===== src/rtl/transaccion_pkg.sv =====
// Shared definitions for the transaction-layer word counter.
// Holds default geometry, the reader FSM encoding and the saturation ceiling.
package transaccion_pkg;

    localparam int WC_NUM_LANES   = 4;
    localparam int WC_COUNT_WIDTH = 5;

    typedef enum logic [0:0] {
        WC_COUNT = 1'b0,
        WC_READ  = 1'b1
    } wc_state_t;

    localparam logic [WC_COUNT_WIDTH-1:0] WC_COUNT_MAX = {WC_COUNT_WIDTH{1'b1}};

endpackage


===== src/rtl/word_counter_sat_counter.sv =====
// Single-lane saturating up-counter with a synchronous clear.
// A clear coinciding with an increment leaves the counter at 1.
module sat_counter #(
    parameter int WIDTH = 5
) (
    input  logic             clk,
    input  logic             reset,
    input  logic             inc,
    input  logic             clr,
    output logic [WIDTH-1:0] count
);

    localparam logic [WIDTH-1:0] MAX = {WIDTH{1'b1}};

    logic [WIDTH-1:0] count_q;
    logic [WIDTH-1:0] count_d;

    always_comb begin
        count_d = count_q;
        if (clr) begin
            count_d = WIDTH'(inc);
        end else if (inc && (count_q != MAX)) begin
            count_d = count_q + 1'b1;
        end
    end

    always_ff @(posedge clk) begin
        if (reset) begin
            count_q <= '0;
        end else begin
            count_q <= count_d;
        end
    end

    assign count = count_q;

endmodule


===== src/rtl/word_counter.sv =====
// Per-lane popped-word counter with a level-sensitive read port.
// Optional feature: define WORD_COUNTER_CLEAR_ON_READ_EN to clear a lane when it is read.
module word_counter
    import transaccion_pkg::*;
#(
    parameter int NUM_LANES   = WC_NUM_LANES,
    parameter int COUNT_WIDTH = WC_COUNT_WIDTH,
    parameter int IDX_W       = (NUM_LANES > 1) ? $clog2(NUM_LANES) : 1
) (
    input  logic                   clk,
    input  logic                   reset,
    input  logic                   idle,
    input  logic [NUM_LANES-1:0]   pop,
    input  logic [NUM_LANES-1:0]   empty,
    input  logic                   req,
    input  logic [IDX_W-1:0]       idx,
    output logic [COUNT_WIDTH-1:0] data,
    output logic                   valid
);

    wc_state_t              state_q, state_d;
    logic [COUNT_WIDTH-1:0] data_q, data_d;
    logic                   valid_q, valid_d;
    logic                   capture;
    logic [NUM_LANES-1:0]   inc;
    logic [NUM_LANES-1:0]   clr;
    logic [COUNT_WIDTH-1:0] cnt [NUM_LANES];

    // Reads are only honoured while the main FSM idles; requests are never queued.
    assign capture = req && idle;

    generate
        for (genvar gi = 0; gi < NUM_LANES; gi++) begin : g_lane
            assign inc[gi] = pop[gi] && !empty[gi];

            sat_counter #(
                .WIDTH(COUNT_WIDTH)
            ) u_cnt (
                .clk   (clk),
                .reset (reset),
                .inc   (inc[gi]),
                .clr   (clr[gi]),
                .count (cnt[gi])
            );
        end
    endgenerate

`ifdef WORD_COUNTER_CLEAR_ON_READ_EN
    logic [IDX_W-1:0] last_idx_q;
    logic             clear_sel;

    // Clear on entry into READ, or whenever the reader moves to a different lane.
    assign clear_sel = capture && ((state_q == WC_COUNT) || (idx != last_idx_q));

    always_ff @(posedge clk) begin
        if (reset) begin
            last_idx_q <= '0;
        end else if (capture) begin
            last_idx_q <= idx;
        end
    end

    generate
        for (genvar gi = 0; gi < NUM_LANES; gi++) begin : g_clr
            assign clr[gi] = clear_sel && (idx == IDX_W'(gi));
        end
    endgenerate
`else
    assign clr = '0;
`endif

    always_comb begin
        state_d = state_q;
        case (state_q)
            WC_COUNT: if (capture)  state_d = WC_READ;
            WC_READ:  if (!capture) state_d = WC_COUNT;
            default:                state_d = WC_COUNT;
        endcase
    end

    // Capture the pre-increment count; the lane counter updates on the same edge.
    always_comb begin
        data_d  = data_q;
        valid_d = capture;
        if (capture) begin
            data_d = cnt[idx];
        end
    end

    always_ff @(posedge clk) begin
        if (reset) begin
            state_q <= WC_COUNT;
            data_q  <= '0;
            valid_q <= 1'b0;
        end else begin
            state_q <= state_d;
            data_q  <= data_d;
            valid_q <= valid_d;
        end
    end

    assign data  = data_q;
    assign valid = valid_q;

endmodule


===== config.mk =====
export PLATFORM = sky130hd
export DESIGN_NAME = word_counter
export DESIGN_NICKNAME = d
export VERILOG_FILES = /design/src/rtl/transaccion_pkg.sv /design/src/rtl/word_counter_sat_counter.sv /design/src/rtl/word_counter.sv
export SDC_FILE = /design/constraint.sdc
export NUM_CORES = 1
export LEC_CHECK = 0
export BUFFER_PORTS_ARGS = -buffer_cell sky130_fd_sc_hd__buf_2
export CORE_ASPECT_RATIO = 0.8
export CORE_MARGIN = 4
export CORE_UTILIZATION = 59
export CTS_BUF_LIST = sky130_fd_sc_hd__clkbuf_16
export DETAILED_ROUTE_END_ITERATION = 10
export PLACE_DENSITY = 0.88
export SLEW_MARGIN = 0
export SYNTH_ARGS = -nofsm -noshare
export SYNTH_HDL_FRONTEND = slang
export SYNTH_SLANG_ARGS = --single-unit

===== constraint.sdc =====
create_clock -name clk -period 4.3 [get_ports clk]
set_input_delay 0.86 -clock clk [delete_from_list [all_inputs] [get_ports clk]]
set_output_delay 0.86 -clock clk [all_outputs]
set_load 0.01 [all_outputs]

==> results.txt, run 1 <==
The max-slew violation count came out at 0. Between clock sinks in the finished design, the worst skew comes to 3.15 ps. The worst-case IR drop observed on VDD is 0.418 mV.

Data on the critical path arrives at its endpoint at 2030 ps. Setup repair after global routing left no endpoint under its margin. The number of top-level design ports came out at 20. The post-place instance area is 1410 um2. Of all nets on the critical path, the largest fanout is 4. The final-layout worst hold slack came out at 454 ps. The tree is rooted in a sky130_fd_sc_hd__clkbuf_16. The remaining number of nets flagged by the antenna check after routing came out at 0. The via count of the first global-routing pass is 906. The die covers 3040 um2. The H-tree level count is 1. The number of placement rows came out at 14. The ratio of final minimum period to clock period is 0.439. The largest net degree at the start of global routing came out at 31.

The accumulated negative setup slack is 0 ps. The net count of the finished layout is 162. Buffers inserted during clock tree synthesis total 3. In this run the cell area of the synthesized design comes to 1310 um2. The worst setup path is captured at a flip-flop. The floorplan step set the die width to 60.7 um.

The flow ran to the end, and the final reports show no timing, DRC or antenna violations. In the final layout, the share of cells above drive strength 1 is 0.245. The number of vias after detailed routing is 955. The power density over the cells is 336 nW/um2. For this run, design rule violations remaining after detail routing come to 0. The portion of the post-synthesis area used by sequential elements came out at 0.398. In this run the standard cell core region covers 2000 um2. The via density per instance is 5.86.

The cell at the slowest stage of the critical path is sky130_fd_sc_hd__dfxtp_1. The maximum achievable frequency came out at 0.530 GHz. The post-route minimum period came out at 1890 ps. The number of antenna violations at the first check in global routing is 0.

The estimated wirelength of the detail-placed design is 1930 um. The total leakage power came out at 0.645 nW. The first global-routing pass estimated 4280 um of wire.

The worst setup path is launched from a flip-flop. The vertical die dimension is 50.1 um. TritonCTS built the clock tree.

The number of resized instances in the post-cts repair step came out at 0. For this run, the slowest stage of the critical path takes 350 ps. The final global-route overflow total is 0. The post-CTS setup repair buffer count came out at 0. The clock insertion delay at the later pin of the skew report came out at 260 ps. Summing all non-filler instances in the final layout gives an area of 1490 um2. The number of distinct library cells after synthesis is 19.

The number of iterations in the first detailed-routing pass is 4. At the pin with the least slew margin, the transition time is 527 ps. The growth of design area from synthesis to finish came out at 13.7%. The clock net sink count is 26.

The routed wirelength normalized by instance count came out at 15.7 um. The number of port buffers came out at 19. The count of final hold-check violations is 0. The signal on the critical path passes through ha_1 > and3_1 > ha_1 > nor3b_4 > nand4_1 > mux2_1. The final wirelength came out at 2560 um.

The flip-flop and latch count after synthesis is 26. The cell count after synthesis came out at 120. The deepest clock path buffer count is 2.

The tool flagged a number of max-cap violations equal to 0. The tightest min-delay check is of the flip-flop to flip-flop type. The effective utilization at floorplan came out at 0.655. The filler cells instantiated in the layout total 146. The count of final setup violators came out at 0.

In this run, the number of DRC markers left after iteration 0 of detailed routing was 73. The worst endpoint required time came out at 4440 ps. The weighted congestion reported at the end of routability-driven placement came out at 0.758.

The worst slew margin relative to its limit came out at 0.649. The quantity of hold-fixing buffers added after cts is 0. The total nets after synthesis is 142.

The mean post-synth cell area came out at 10.9 um2. The total global routing track utilization came out at 0.192. The CTS clock-pin slew for the worst setup and hold paths is 60 ps. The Yosys warning count came out at 0.

The repair_antennas step left the layout with diodes totalling 0. The most frequent cell on the critical path is sky130_fd_sc_hd__ha_1. The kind of critical path is flip-flop to flip-flop.
[placed cells by master (no fill, tap or decap), drive strengths merged, types with 5 or more instances in the layout]
master  synthesis  layout
mux2i           8       8
ha              8       8
nor2           21      21
buf             3      19
mux4            5       5
a21oi           5       5
nand2           6       6
dfxtp          26      26
nand3           5       5
xnor2           8       8
[critical path: cells and delay by family (launching register included)]
family	cells	cell delay, ps
adder cells (fa/ha/maj)	2	430
flip-flops	1	350
multiplexers	1	340
AND/OR/NAND/NOR	3	640
[per-stage QoR]
step / utilization / power [mW] / std cells / setup slack, ps
CTS: 0.745 / 0.505 / 163 / 2410
finish: 0.745 / 0.500 / 163 / 2410
global placement: 0.706 / 0.298 / 159 / 2440
global route: 0.745 / 0.523 / 163 / 2310
detailed placement: 0.706 / 0.301 / 159 / 2380
floorplan: - / 0.286 / 120 / 2590
[synth_stat cells]
cell                       count  area [um2]
sky130_fd_sc_hd__ha_1          8         100
sky130_fd_sc_hd__mux4_1        1        26.3
sky130_fd_sc_hd__xnor2_1       8        70.1
sky130_fd_sc_hd__buf_6         1        11.3
sky130_fd_sc_hd__dfxtp_1      26         521
sky130_fd_sc_hd__clkbuf_1      1        3.75
sky130_fd_sc_hd__and3_1        4        25.0
sky130_fd_sc_hd__buf_2         2        10.0
sky130_fd_sc_hd__mux2i_1       8        80.1
sky130_fd_sc_hd__mux2_1        4        45.0
sky130_fd_sc_hd__nand3_1       5        25.0
sky130_fd_sc_hd__mux4_2        4        90.1
sky130_fd_sc_hd__nor3b_4       4        75.1
sky130_fd_sc_hd__nor2b_1       4        25.0
sky130_fd_sc_hd__a21oi_1       5        25.0
sky130_fd_sc_hd__nor2_1       21        78.8
sky130_fd_sc_hd__nand4_1       4        25.0
sky130_fd_sc_hd__nand2_1       6        22.5
sky130_fd_sc_hd__and4bb_2      4        50.1
[power by group]
group / internal [mW] / switching, mW
Clock: 0.124 / 0.0804
Combinational: 0.0216 / 0.0205
Sequential: 0.247 / 0.00682
Total: 0.393 / 0.108
[state kept, by name, summed over array words and instances (netlist names)]
name and cells:
data 5, g_lane.u_cnt.count 20, valid 1
[area by class of cell]
type	count	area (um2)	share of cell area
multi-input cells	90	763	0.513
flip-flops and latches	26	520	0.350
repair buffers	19	95.1	0.0639
clock buffers	3	75.1	0.0505
well taps	24	30.0	0.0202
clock inverters	1	3.75	0.00252
[logic make-up after synthesis]
logic type | Yosys count | share of synthesized area
compound gates | 5 | 0.0191
flops | 26 | 0.398
mux | 17 | 0.185
buf+inv | 4 | 0.0191
fa+ha+maj | 8 | 0.0765
simple gates | 52 | 0.250
xor+xnor | 8 | 0.0535
[final timing paths]
kind,startpoint,endpoint,slack (ps),cells after the start
hold / removal,data[4],data[4],450,2
hold reg to reg,data[4],data[4],450,2
setup reg to reg,g_lane[1].u_cnt.count[0],g_lane[1].u_cnt.count[3],2410,6
setup / recovery,g_lane[1].u_cnt.count[0],g_lane[1].u_cnt.count[3],2410,6
[layer usage]
| metal | share of wire | global-route usage | vias up |
|---|---|---|---|
| li1 | - | - | 469 |
| met1 | 0.41 | 0.233 | 452 |
| met3 | 0.067 | 0.0731 | 4 |
| met4 | 0.013 | 0.0505 | 0 |
| met2 | 0.51 | 0.317 | 30 |
| met5 | 0 | 0 | - |
Note: power is estimated with default switching activity, not from simulation.
==> run 2, diff against run 1 <==
ABC_AREA = 1   (was unset)
CORE_UTILIZATION = 50   (was 59)
PLACE_DENSITY = 0.8   (was 0.88)
clock period = 1.66 ns   (was 4.3 ns; I/O delays follow)
==> run 2 against run 1 <==
Total power rose to 2.6 times the previous value; fmax rose by 29%; combinational power rose to 3.1 times the previous value; count of clock-buffer cells in the layout unchanged; sequential power rose to 2.6 times the previous value; worst setup slack got worse by 2200 ps; global-route usage down 2.2 points; cell count grew 50%.
==> results.txt, run 2 <==
The vertical die dimension is 54.2 um (+8.0%). By count the netlist is led by sky130_fd_sc_hd__nand2_1 (66), sky130_fd_sc_hd__dfxtp_1 (26), sky130_fd_sc_hd__a21oi_1 (25). The total leakage power came out at 0.682 nW (+5.6%).

The chip width came out at 65.7 um (+8.3%). The CTS tree is yes. The via count of the first global-routing pass came to 1113 (+23%). The nature of the critical path startpoint is a flip-flop. The worst slew margin relative to its limit came out at 0.796 (+0.148). The number of antenna cells inserted is 0 (unchanged). The number of antenna violations at the first check in global routing was 0 (unchanged). STA classifies the critical path endpoint as a flip-flop. The growth of design area from synthesis to finish came out at 14.7%. The number of DRC markers in iteration 0 came out at 74 (+1.4%). The library cell used most frequently in the layout, excluding fill and tap cells, is sky130_fd_sc_hd__nand2_1.

The library cells used most frequently in the layout, excluding fill and tap cells, are sky130_fd_sc_hd__nand2_1 (66), sky130_fd_sc_hd__dfxtp_1 (26), sky130_fd_sc_hd__a21oi_1 (25). The total nets after synthesis is 210 (+48%). The clock insertion delay at the later pin of the skew report is 260 ps (about the same). The maximum achievable frequency is 0.686 GHz (+29%). The largest net degree at the start of global routing came out at 15 (-52%). The area of the mapped netlist is 1330 um2 (+1.7%). The number of nets in the layout is 231 (+43%). The final global-route overflow total is 0 (unchanged).

The number of vias after detailed routing came out at 1210 (+27%). The number of max-cap violations is 0 (unchanged). The first-pass GRT wire length came to 4630 um (+8.1%).

The number of design rule violations left after detail routing came out at 0 (unchanged). The worst endpoint required time is 1790 ps (-2650 ps). The fraction of registers with async set/reset came out at 0 (unchanged). Sorting the synthesized cells by area gives the leading types as sky130_fd_sc_hd__dfxtp_1 (39%), sky130_fd_sc_hd__nand2_1 (19%), sky130_fd_sc_hd__a21oi_1 (9.4%). The most instantiated library cell after synthesis is sky130_fd_sc_hd__nand2_1. The stage delay of the slowest cell on the critical path is 330 ps (-20 ps). The count of final setup violators came to 0 (unchanged).

The flip-flop count of the largest register after layout came to 20 (unchanged). The number of top-level design ports is 20 (unchanged). The xor and xnor fraction of the mapped netlist area came to 0 (-0.0535). The number of CTS-inserted buffers is 3 (unchanged). The final wirelength is 2670 um (+4.4%). The cell count after synthesis came to 188 (+57%). The number of port buffers is 19 (unchanged). The portion of the post-synthesis area used by sequential elements came to 0.391 (-0.00673).

The flow ran to the end, and the final reports show no timing, DRC or antenna violations. The actual slew at the worst max-slew pin came out at 305 ps (-221 ps). The area share of and/or/nand/nor cells after synthesis is 0.369 (+0.120). The full die area was 3560 um2 (+17%). The root buffer cell chosen for the clock tree is sky130_fd_sc_hd__clkbuf_16. The adder and majority cell fraction of the synthesized area came to 0.0752 (-0.00129). The cell type with the largest total area after synthesis is sky130_fd_sc_hd__dfxtp_1.

The class of the tightest hold or removal check is primary input to flip-flop. The routed wirelength normalized by instance count is 11.0 um (-30%). Setup repair after global routing left no endpoint under its margin.

The capturing element of the worst setup path is g_lane[3].u_cnt.count[0]. The number of iterations in the first detailed-routing pass came out at 4 (unchanged). The launch point of the worst reg-to-reg path is g_lane[3].u_cnt.count[0]. In this design, the critical path's most frequently occurring cell is sky130_fd_sc_hd__ha_1. The post-route minimum period was 1460 ps (-429 ps).

The max-slew violation count came out at 0 (unchanged). The effective utilization at floorplan is 0.532 (-0.123). The ratio of final minimum period to clock period came out at 0.878 (+0.440).

The data arrival time of the critical path was 1590 ps (-440 ps). The leading register cell type out of synthesis is sky130_fd_sc_hd__dfxtp_1. The clock net sink count is 26 (unchanged).

The maximum net fanout on the critical path is 4 (unchanged). The number of distinct library cells after synthesis is 17 (-2). The quantity of hold-fixing buffers added after cts came to 0 (unchanged). The mean post-synth cell area is 7.08 um2 (-35%). The combinational family with the most area after synthesis is simple AND/OR/NAND/NOR gates. The final-layout worst hold slack is 321 ps (-133 ps). The estimated wirelength of the detail-placed design is 1950 um (+1.1%). The area of the core region came out at 2500 um2 (+25%). The via density per instance is 4.96 (-15%).

The count of final hold-check violations is 0 (unchanged). The weighted congestion reported at the end of routability-driven placement was 0.852 (+12%). The cell at the slowest stage of the critical path is sky130_fd_sc_hd__dfxtp_1. The peak supply drop came out at 0.655 mV (+57%). The kind of critical path is flip-flop to flip-flop. The filler cell count in the final layout was 245 (+68%).

The deepest clock path buffer count is 2 (unchanged). The H-tree level count came out at 1 (unchanged). The total global routing track utilization came to 0.170 (-0.0218). The number of placement rows was 16 (+2). The CTS clock-pin slew for the worst setup and hold paths is 60 ps (about the same). The top cell type's share of synthesized area is 0.391 (-0.00673).

The complex-gate fraction of the synthesized area is 0.113 (+0.0937). The count of flip-flops with a built-in enable after synthesis is 0 (unchanged). The power density over the cells came out at 859 nW/um2 (+160%). The remaining number of nets flagged by the antenna check after routing came to 0 (unchanged). The post-CTS setup repair buffer count came out at 0 (unchanged). The register-to-register path setup slack came out at 200 ps (-2210 ps). The Yosys warning count came to 0 (unchanged).

The fraction of layout cells with a size suffix above 1 is 0.144 (-0.100). In this run the critical register-to-register path is captured at g_lane[3].u_cnt.count[0]. The critical path starts at g_lane[3].u_cnt.count[0]. The multiplexer share of the synthesized area came out at 0 (-0.185). The flip-flop and latch count after synthesis is 26 (unchanged). The number of resized instances in the post-cts repair step came out at 0 (unchanged). The logic depth of the worst register-to-register path is 6 (unchanged). The setup clock skew after layout came out at 5.89 ps (+2.74 ps).

The accumulated negative setup slack came out at 0 ps (unchanged). The critical path goes through ha_1 > and3_1 > ha_1 > nand3b_1 > nand2_1 > a21oi_1.
run 2: where the power goes:
group	internal (mW)	total (mW)	switching, mW
sequential	0.642	0.657	0.0143
clock	0.322	0.524	0.202
combinational	0.0484	0.131	0.0829
total	1.01	1.31	0.299
run 2: worst min path at each step:
stage                              from                  endpoint  slack [ps]  cells after the start
2_1_floorplan                     reset  g_lane[0].u_cnt.count[0]         400                      1
3_3_place_gp   g_lane[2].u_cnt.count[4]  g_lane[2].u_cnt.count[4]         480                      2
3_5_place_dp   g_lane[2].u_cnt.count[4]  g_lane[2].u_cnt.count[4]         480                      2
4_1_cts                            idle                     valid         330                      3
5_1_grt                            idle                     valid         360                      3
6_report                           idle                     valid         320                      3
run 2: stage by stage:
step | area, um2 | cells | setup slack (ps) | utilization | total power, mW
detailed placement | 1450 | 240 | 196 | 0.579 | 0.799
floorplan | 1330 | 188 | 321 | - | 0.756
finish | 1530 | 244 | 202 | 0.610 | 1.31
global route | 1530 | 244 | 64.0 | 0.610 | 1.37
CTS | 1530 | 244 | 190 | 0.610 | 1.32
global placement | 1450 | 240 | 225 | 0.579 | 0.797
run 2: layout make-up:
type                       count  area, um2  area share
clock buffer                   3       75.1      0.0492
clock inverter                 1       3.75     0.00246
inverter                      12       45.0      0.0295
multi-input combinational    147        742       0.486
sequential                    26        520       0.341
tap                           36       45.0      0.0295
timing repair buffer          19       95.1      0.0623
run 2: worst max-delay path, delay by kind of cell (launching register included):
family          cells  cell delay, ps
simple gates        3             490
compound gates      1              60
fa+ha+maj           2             440
flops               1             330
run 2: cell families after synthesis:
kind of cell	after synthesis
compound gates	30
fa+ha+maj	8
buf+inv	15
flops	26
simple gates	109
run 2: layer usage:
layer	track usage	vias up	routed length (um)
li1	-	659	-
met1	0.222	520	1320
met2	0.278	29	1170
met3	0.0459	2	155
met4	0.0483	0	20
met5	0	-	0
